===== src/rtl/stb_axi_pkg.sv =====
// Shared definitions for the store-buffer AXI write master: FSM encoding,
// BRESP codes and the error-counter ceiling.
package stb_axi_pkg;

  typedef enum logic [1:0] {
    IDLE = 2'd0,
    AW   = 2'd1,
    W    = 2'd2,
    B    = 2'd3
  } state_t;

  localparam logic [1:0] OKAY   = 2'b00;
  localparam logic [1:0] EXOKAY = 2'b01;
  localparam logic [1:0] SLVERR = 2'b10;
  localparam logic [1:0] DECERR = 2'b11;

  localparam logic [7:0] ERR_CNT_MAX = 8'hFF;

  // SLVERR and DECERR both carry bit 1; OKAY/EXOKAY do not.
  function automatic logic is_err_resp(input logic [1:0] resp);
    return resp[1];
  endfunction

endpackage


===== src/rtl/stb_sync_fifo.sv =====
// Synchronous FIFO with a resident head entry: the head is readable without
// popping, so the consumer can drive it straight onto a bus.
module stb_sync_fifo #(
  parameter int WIDTH = 8,
  parameter int DEPTH = 4
) (
  input  logic                       clk,
  input  logic                       rst_n,
  input  logic                       push,
  input  logic [WIDTH-1:0]           push_data,
  input  logic                       pop,
  output logic [WIDTH-1:0]           head_data,
  output logic [$clog2(DEPTH):0]     count,
  output logic                       full,
  output logic                       empty
);

  localparam int PTR_W = $clog2(DEPTH);
  localparam int CNT_W = PTR_W + 1;

  logic [WIDTH-1:0] mem [DEPTH];
  logic [PTR_W-1:0] wr_ptr;
  logic [PTR_W-1:0] rd_ptr;
  logic             do_push;
  logic             do_pop;

  assign full    = (count == CNT_W'(DEPTH));
  assign empty   = (count == '0);
  assign do_push = push && !full;
  assign do_pop  = pop && !empty;

  // DEPTH is a power of two, so the pointers wrap naturally.
  always_ff @(posedge clk or negedge rst_n) begin
    if (!rst_n) begin
      wr_ptr <= '0;
      rd_ptr <= '0;
      count  <= '0;
    end else begin
      if (do_push) wr_ptr <= wr_ptr + 1'b1;
      if (do_pop)  rd_ptr <= rd_ptr + 1'b1;
      case ({do_push, do_pop})
        2'b10:   count <= count + 1'b1;
        2'b01:   count <= count - 1'b1;
        default: count <= count;
      endcase
    end
  end

  always_ff @(posedge clk) begin
    if (do_push) mem[wr_ptr] <= push_data;
  end

  assign head_data = mem[rd_ptr];

endmodule


===== src/rtl/stb_axi_write_master.sv =====
// Drains queued store requests to AXI as single-beat writes, one outstanding
// transaction at a time, strictly sequenced AW -> W -> B.
module stb_axi_write_master
  import stb_axi_pkg::*;
#(
  parameter int ADDR_WIDTH = 32,
  parameter int DATA_WIDTH = 128,
  parameter int FIFO_DEPTH = 4
) (
  input  logic                    clk,
  input  logic                    rst_n,
  input  logic                    req_valid,
  output logic                    req_ready,
  input  logic [ADDR_WIDTH-1:0]   req_addr,
  input  logic [DATA_WIDTH-1:0]   req_data,
  input  logic [DATA_WIDTH/8-1:0] req_strb,
  output logic                    axi_awvalid,
  input  logic                    axi_awready,
  output logic [ADDR_WIDTH-1:0]   axi_awaddr,
  output logic                    axi_wvalid,
  input  logic                    axi_wready,
  output logic [DATA_WIDTH-1:0]   axi_wdata,
  output logic [DATA_WIDTH/8-1:0] axi_wstrb,
  output logic                    axi_wlast,
  input  logic                    axi_bvalid,
  output logic                    axi_bready,
  input  logic [1:0]              axi_bresp,
  output logic                    wr_done,
  output logic                    wr_err,
  output logic [1:0]              err_resp,
  output logic [7:0]              err_cnt,
  output logic                    idle
);

  localparam int STRB_W = DATA_WIDTH / 8;
  localparam int PAY_W  = ADDR_WIDTH + DATA_WIDTH + STRB_W;
  localparam int CNT_W  = $clog2(FIFO_DEPTH) + 1;

  // Every channel transfers on a rising edge where valid && ready; a valid,
  // once raised, holds itself and its payload stable until that edge.

  state_t           state;
  logic [PAY_W-1:0] head_data;
  logic [CNT_W-1:0] fifo_count;
  logic             fifo_full;
  logic             fifo_empty;
  logic             push;
  logic             pop;

  assign req_ready = !fifo_full;
  assign push      = req_valid && req_ready;
  assign pop       = (state == B) && axi_bvalid;

  stb_sync_fifo #(
    .WIDTH (PAY_W),
    .DEPTH (FIFO_DEPTH)
  ) u_fifo (
    .clk       (clk),
    .rst_n     (rst_n),
    .push      (push),
    .push_data ({req_addr, req_data, req_strb}),
    .pop       (pop),
    .head_data (head_data),
    .count     (fifo_count),
    .full      (fifo_full),
    .empty     (fifo_empty)
  );

  // The head entry stays in the queue until B, so it feeds AW and W directly.
  assign {axi_awaddr, axi_wdata, axi_wstrb} = head_data;

  assign idle = (state == IDLE) && (fifo_count == '0);

  always_ff @(posedge clk or negedge rst_n) begin
    if (!rst_n) begin
      state       <= IDLE;
      axi_awvalid <= 1'b0;
      axi_wvalid  <= 1'b0;
      axi_wlast   <= 1'b0;
      axi_bready  <= 1'b0;
      wr_done     <= 1'b0;
      wr_err      <= 1'b0;
      err_resp    <= 2'b00;
      err_cnt     <= 8'd0;
    end else begin
      wr_done <= 1'b0;
      wr_err  <= 1'b0;
      case (state)
        IDLE: begin
          if (!fifo_empty) begin
            state       <= AW;
            axi_awvalid <= 1'b1;
          end
        end
        AW: begin
          if (axi_awready) begin
            state       <= W;
            axi_awvalid <= 1'b0;
            axi_wvalid  <= 1'b1;
            axi_wlast   <= 1'b1;
          end
        end
        W: begin
          if (axi_wready) begin
            state      <= B;
            axi_wvalid <= 1'b0;
            axi_wlast  <= 1'b0;
            axi_bready <= 1'b1;
          end
        end
        B: begin
          if (axi_bvalid) begin
            state      <= IDLE;
            axi_bready <= 1'b0;
            wr_done    <= 1'b1;
            // Errored entries are popped like any other; only the log changes.
            if (is_err_resp(axi_bresp)) begin
              wr_err   <= 1'b1;
              err_resp <= axi_bresp;
              if (err_cnt != ERR_CNT_MAX) err_cnt <= err_cnt + 8'd1;
            end
          end
        end
        default: state <= IDLE;
      endcase
    end
  end

endmodule


===== config.mk =====
export PLATFORM = sky130hd
export DESIGN_NAME = stb_axi_write_master
export DESIGN_NICKNAME = d
export VERILOG_FILES = /design/src/rtl/stb_axi_pkg.sv /design/src/rtl/stb_sync_fifo.sv /design/src/rtl/stb_axi_write_master.sv
export SDC_FILE = /design/constraint.sdc
export NUM_CORES = 1
export LEC_CHECK = 0
export CAP_MARGIN = 20
export CORE_ASPECT_RATIO = 0.6
export CORE_UTILIZATION = 40
export CTS_BUF_LIST = sky130_fd_sc_hd__clkbuf_8
export CTS_CLUSTER_SIZE = 30
export DETAILED_ROUTE_END_ITERATION = 12
export HOLD_SLACK_MARGIN = 0.12
export SYNTH_ARGS = -nofsm -noshare
export SYNTH_HDL_FRONTEND = slang
export SYNTH_SLANG_ARGS = --single-unit

===== constraint.sdc =====
create_clock -name clk -period 7 [get_ports clk]
set_clock_uncertainty 0.2 [all_clocks]
set_input_delay 1.4 -clock clk [delete_from_list [all_inputs] [get_ports clk]]
set_output_delay 1.4 -clock clk [all_outputs]
set_load 0.005 [all_outputs]

---- Word level (Yosys, flattened, before mapping) ----
Memories as Yosys holds them, arrays and structs flattened.
Index checks and enable logic that the tools add are counted.
word-level totals
  register bits after elaboration ......... 24
  bits in writable memories ............... 704
  input bits .............................. 184
  output and inout port bits .............. 194
  word-level logic and storage cells ...... 69
  memories kept ........................... 1
memories
  memory      words  width  rd ports  clocked after memory_dff  write ports  RTL line             RTL
  u_fifo.mem  4      176    1         0                         1            stb_sync_fifo.sv:21  logic [WIDTH-1:0] mem [DEPTH];
cells by class
  add/subtract/negate cells ............... 5
  equal/unequal tests ..................... 11
  mux-type cells .......................... 22
  reduce and logical (&&, ||, !) cells .... 19
operators with widths
  operator             count
  $mux 1               13
  $reduce_and 3->1     4
  $add 8x1->8 const B  1
  $mux 2               4
  $ne 2x2->1 const B   4
  $ne 8x8->1 const B   1
  $pmux 2 s4           1
  $reduce_and 4->1     2
  $reduce_bool 2->1    4
  $eq 2x2->1 const B   3
  $pmux 1 s2           3
  $pmux 3 s2           1
  $logic_and 1x1->1    5
  $add 2x1->2 const B  2
  $eq 2x1->1 const B   2
  $add 3x1->3 const B  1
  $eq 3x3->1 const B   1
  $logic_not 3->1      1
  $sub 3x1->3 const B  1
  $logic_not 1->1      2
  $logic_not 2->1      1

---- Depth between registers and ports, before layout ----
  depth after elaboration ................. 6
  depth in mapped cells ................... 9

---- Modules after synthesis ----
Synthesis repeated with hierarchy kept, for this count alone.
unflattened totals
  cells, all modules ...................... 1038
  area total of the unflattened synthesis .. 26695.6 um2
by module, submodules not included
  module                times used  cells each  area each (um2)  seq. area each (um2)
  stb_sync_fifo         1           957         25806.0          21315.4
  stb_axi_write_master  1           81          889.6            425.4

---- Worst setup path before layout ----
Ideal clock, no wire load.
  kind .................................... input port to flip-flop
  from .................................... input req_valid
  to ...................................... memory u_fifo.mem[0][0] in the netlist's numbering, enable pin
  library setup time ...................... 0.459 ns
  data arrival time ....................... 3.546 ns
  required time ........................... 6.341 ns
  setup slack ............................. 2.796 ns
  stages on the path ...................... 1
  buffers on the path ..................... 0
  cell sequence ........................... and3_2
between the ends
  word-level cells in the longest chain between the ends .. 4
ends and longest elaborated chain
  item                          RTL line                    RTL
  start, declared               stb_axi_write_master.sv:12  input logic req_valid,
  $logic_and 1x1->1             stb_axi_write_master.sv:51  assign push = req_valid && req_ready;
  $logic_and 1x1->1             stb_sync_fifo.sv:29         assign do_push = push && !full;
  $mux 1                        stb_sync_fifo.sv:50         if (do_push) mem[wr_ptr] <= push_data;
  $mux 1 (not written as such)  stb_sync_fifo.sv:50
  end, declared                 stb_sync_fifo.sv:21
Every way passes these cells.

---- Final worst setup path ----
  from .................................... register u_fifo.rd_ptr[0]
  to ...................................... output axi_wdata[118]
between the ends
  word-level cells in the longest chain between the ends .. 1
ends and longest elaborated chain
  item                    RTL line                    RTL
  start, declared         stb_sync_fifo.sv:23         logic [PTR_W-1:0] rd_ptr;
  start signal, assigned  stb_sync_fifo.sv:40         if (do_pop) rd_ptr <= rd_ptr + 1'b1;
  $mem_v2 4x176           --
  end, declared           stb_axi_write_master.sv:22  output logic [DATA_WIDTH-1:0] axi_wdata,
Every way passes these cells.

==> metrics.md <==
| Metric | Value |
|---|---|
| Critical setup path kind | `reg -> out` |
| Skew-Pair Late Insertion Delay | `0.68 ns` |
| First-pass GRT wire length | `80300 um` |
| Post-CTS setup buffers | `0` |
| Post-cts resize count | `0` |
| HPWL after DPL | `32000 um` |
| Share of post-route cells with drive strength above 1 | `about a fifth` |
| Gate power share | `~32%` |
| Clk root buf | `clkbuf_8` |
| Worst vdd ir | `between 300 and 400 uV` |
| Cells after synthesis | `roughly 1000` |
| Yosys cell types | `40` |
| Worst slew pin tran | `~1.1 ns` |
| Combinational family with the most area after synthesis | `multiplexers` |
| Commonest non-fill, non-tap cell in the layout | `edfxtp_1` |
| Fillers | `a little over 5000` |
| Hold_ws | `0.270 ns` |
| Static Leak | `between 10 and 15 nW` |
| Deepest clock path buffer count | `3` |
| # rows | `between 70 and 80` |
| Router iterations before antenna repair | `5` |
| Switching pwr | `3.67 mW` |
| Pwr per Cell Area | `between 300 and 400 nW/um2` |
| Clock power share | `around 22%` |
| RSZ-0062 raised after global routing | `false` |
| Core area | `between 60000 and 70000 um2` |
| Largest cells by area after synthesis | `edfxtp_1, mux4_2, dfrtp_1` |
| Final core utilization | `roughly 51%` |
| Slew HR | `a little over a quarter` |
| Status | `completed` |
| Cell taking the most area after synthesis | `edfxtp_1` |
| Drt via density | `between 4 and 5` |
| CTS clk-pin slew, worst paths | `~0.06 ns` |
| Switching share of power | `approximately 28%` |
| Hold Buf Count CTS | `0` |
| DRT Wirelength | `53800 um` |
| Pin count of the biggest net entering global routing | `92` |
| Ys Warns | `0` |
| Setup TNS Final | `0 ns` |
| Synth Area in Compound Gates | `less than 1%` |
| Post-Synth XOR/XNOR Area | `less than 1%` |
| Sequential power share | `between 40% and 50%` |
| Setup violations, final | `0` |
| Fmax | `0.198 GHz` |
| Fin crit share | `72.0%` |
| Synth Area in Adders | `less than 1%` |
| Final Max Slew Viols | `0` |
| Sequential share of the synthesized area | `around four fifths` |
| Min Tclk post-route | `about 5.0 ns` |
| Post-synth EDFFs | `between 700 and 800` |
| IO buf count | `approximately 380` |
| Post-synth design cell area | `26700 um2` |
| Syn avg cell area | `around 26 um2` |
| Clock sink count | `approximately 730` |
| P_int | `around 9.6 mW` |
| Starting density of the core | `approximately 40%` |
| Die width | `335 um` |
| Initial antenna violation count | `11` |
| Post-synth top flop | `edfxtp_1` |
| DRT iter0 DRCs | `677` |
| Post-synth top area share | `between 70 and 80%` |
| Type of origin of the critical path | `register` |
| Synth Register Bits | `roughly 730` |
| Drt wl/cell | `21.9 um` |
| TritonCTS clock tree | `built` |
| Die Ht | `roughly 200 um` |
| ANT nets after route | `0` |
| Clock buffer count from CTS | `105` |
| Via count | `between 10000 and 15000` |
| Number of global-route vias before repair | `13000` |
| Grt ovf | `0` |
| Max cap viols | `0` |
| Tot GR Track Use | `between 15 and 20%` |
| Async SR Flop Fraction | `about 3.3%` |
| Max H-tree Level | `3` |
| Crit path capture type | `output pin` |
| Syn_nets | `around 1200` |
| Final net count | `between 1500 and 2000` |
| Min-Delay Path Class | `reg -> reg` |
| Crit-path max FO | `45` |
| Gpl congestion | `between 0.7 and 0.8` |
| DRC | `0` |
| P&R area growth vs syn | `25.0%` |
| Final hold vios | `0` |
| Post-synthesis mux area share | `15.3%` |
| Critical Path AT | `3.44 ns` |
| Simple-Gate Fraction of Synth Area | `less than 1%` |
| Most frequent cells in the layout | `edfxtp_1, clkdlybuf4s50_1, mux4_2` |
| CP required | `5.40 ns` |
| I/O pins | `378` |
| Full die area | `~68000 um2` |
final timing paths:
path | to | depth (start not counted) | slack [ns] | start
setup / recovery | axi_wdata[118] | 3 | 1.96 | u_fifo.rd_ptr[0]
hold / removal | err_resp[1] | 1 | 0.27 | err_resp[1]
setup reg to reg | u_fifo.mem[1][102] | 3 | 4.21 | u_fifo.count[2]
hold reg to reg | err_resp[1] | 1 | 0.27 | err_resp[1]
max in group asynchronous | u_fifo.rd_ptr[1] | 2 | 5.43 | rst_n
min in group asynchronous | wr_err | 2 | 0.89 | rst_n
registers in the layout (all words and copies together), names as in the netlist:
register,count
axi_awvalid,1
axi_bready,1
axi_wlast,1
err_cnt,8
err_resp,2
state,2
u_fifo.count,3
u_fifo.mem,704
u_fifo.rd_ptr,2
u_fifo.wr_ptr,2
wr_done,1
wr_err,1
cell usage after synthesis (2+ instances only):
library cell / n
edfxtp_1: 704
mux4_2: 176
dfrtp_1: 24
buf_2: 20
inv_1: 12
buf_6: 11
ha_1: 10
clkbuf_1: 6
nand2_1: 6
xnor2_1: 6
and3_2: 4
buf_4: 4
nor2_1: 4
o21ai_0: 4
a21oi_1: 3
mux2_1: 3
nand3_1: 3
xor2_1: 3
mux2_2: 2
mux2_4: 2
mux2i_1: 2
nand2b_1: 2
nand4_1: 2
nor2b_1: 2
nor3_1: 2
o211ai_1: 2
cells by family (layout without fill, tap and decap cells):
logic type | count (synthesis) | count (layout)
flops | 728 | 728
mux | 185 | 185
buf+inv | 54 | 590
simple gates | 32 | 32
compound gates | 14 | 14
fa+ha+maj | 11 | 11
xor+xnor | 9 | 9
other cells | 0 | 5
power by group through the flow:
stage                     registers [mW]  logic (mW)  clock network [mW]
after CTS                           6.10        4.38                3.03
after global placement              6.15        4.33                   0
after detailed placement            6.19        4.36                   0
after floorplan                     6.04        2.30                   0
after global routing                6.17        4.56                3.22
final                               6.08        4.26                2.91
worst max-delay path: stages (launching register included):
cell and delay [ns]:
dfrtp_4 1.04, buf_4 0.59, mux4_2 0.60, clkdlybuf4s50_1 0.48
routing by layer:
layer / wire length [um] / global-route usage [%]
met5: 104 / 0
met4: 782 / 4.39
met3: 4580 / 6.31
met2: 25400 / 24.5
met1: 23000 / 21.5
layout make-up:
cell class	count	area (um2)	area share, %
tap	888	1110	3.33
clock inverter	79	317	0.950
sequential	728	21700	65.3
inverter	13	48.8	0.146
multi-input combinational	251	4610	13.8
antenna	5	12.5	0.0376
timing repair buffer	392	4010	12.0
clock buffer	106	1460	4.38
metrics by stage:
stage / instances / total power, mW / instance area, um2 / worst slack, ns
6_report: 2462 / 13.2 / 33300 / 1.96
5_1_grt: 2457 / 13.9 / 33300 / 1.61
4_1_cts: 2457 / 13.5 / 33300 / 1.73
3_5_place_dp: 2272 / 10.5 / 31500 / 2.55
3_3_place_gp: 2272 / 10.5 / 31500 / 2.57
2_1_floorplan: 1033 / 8.34 / 26700 / 2.80
No activity file was read; power rests on OpenSTA's default activity.
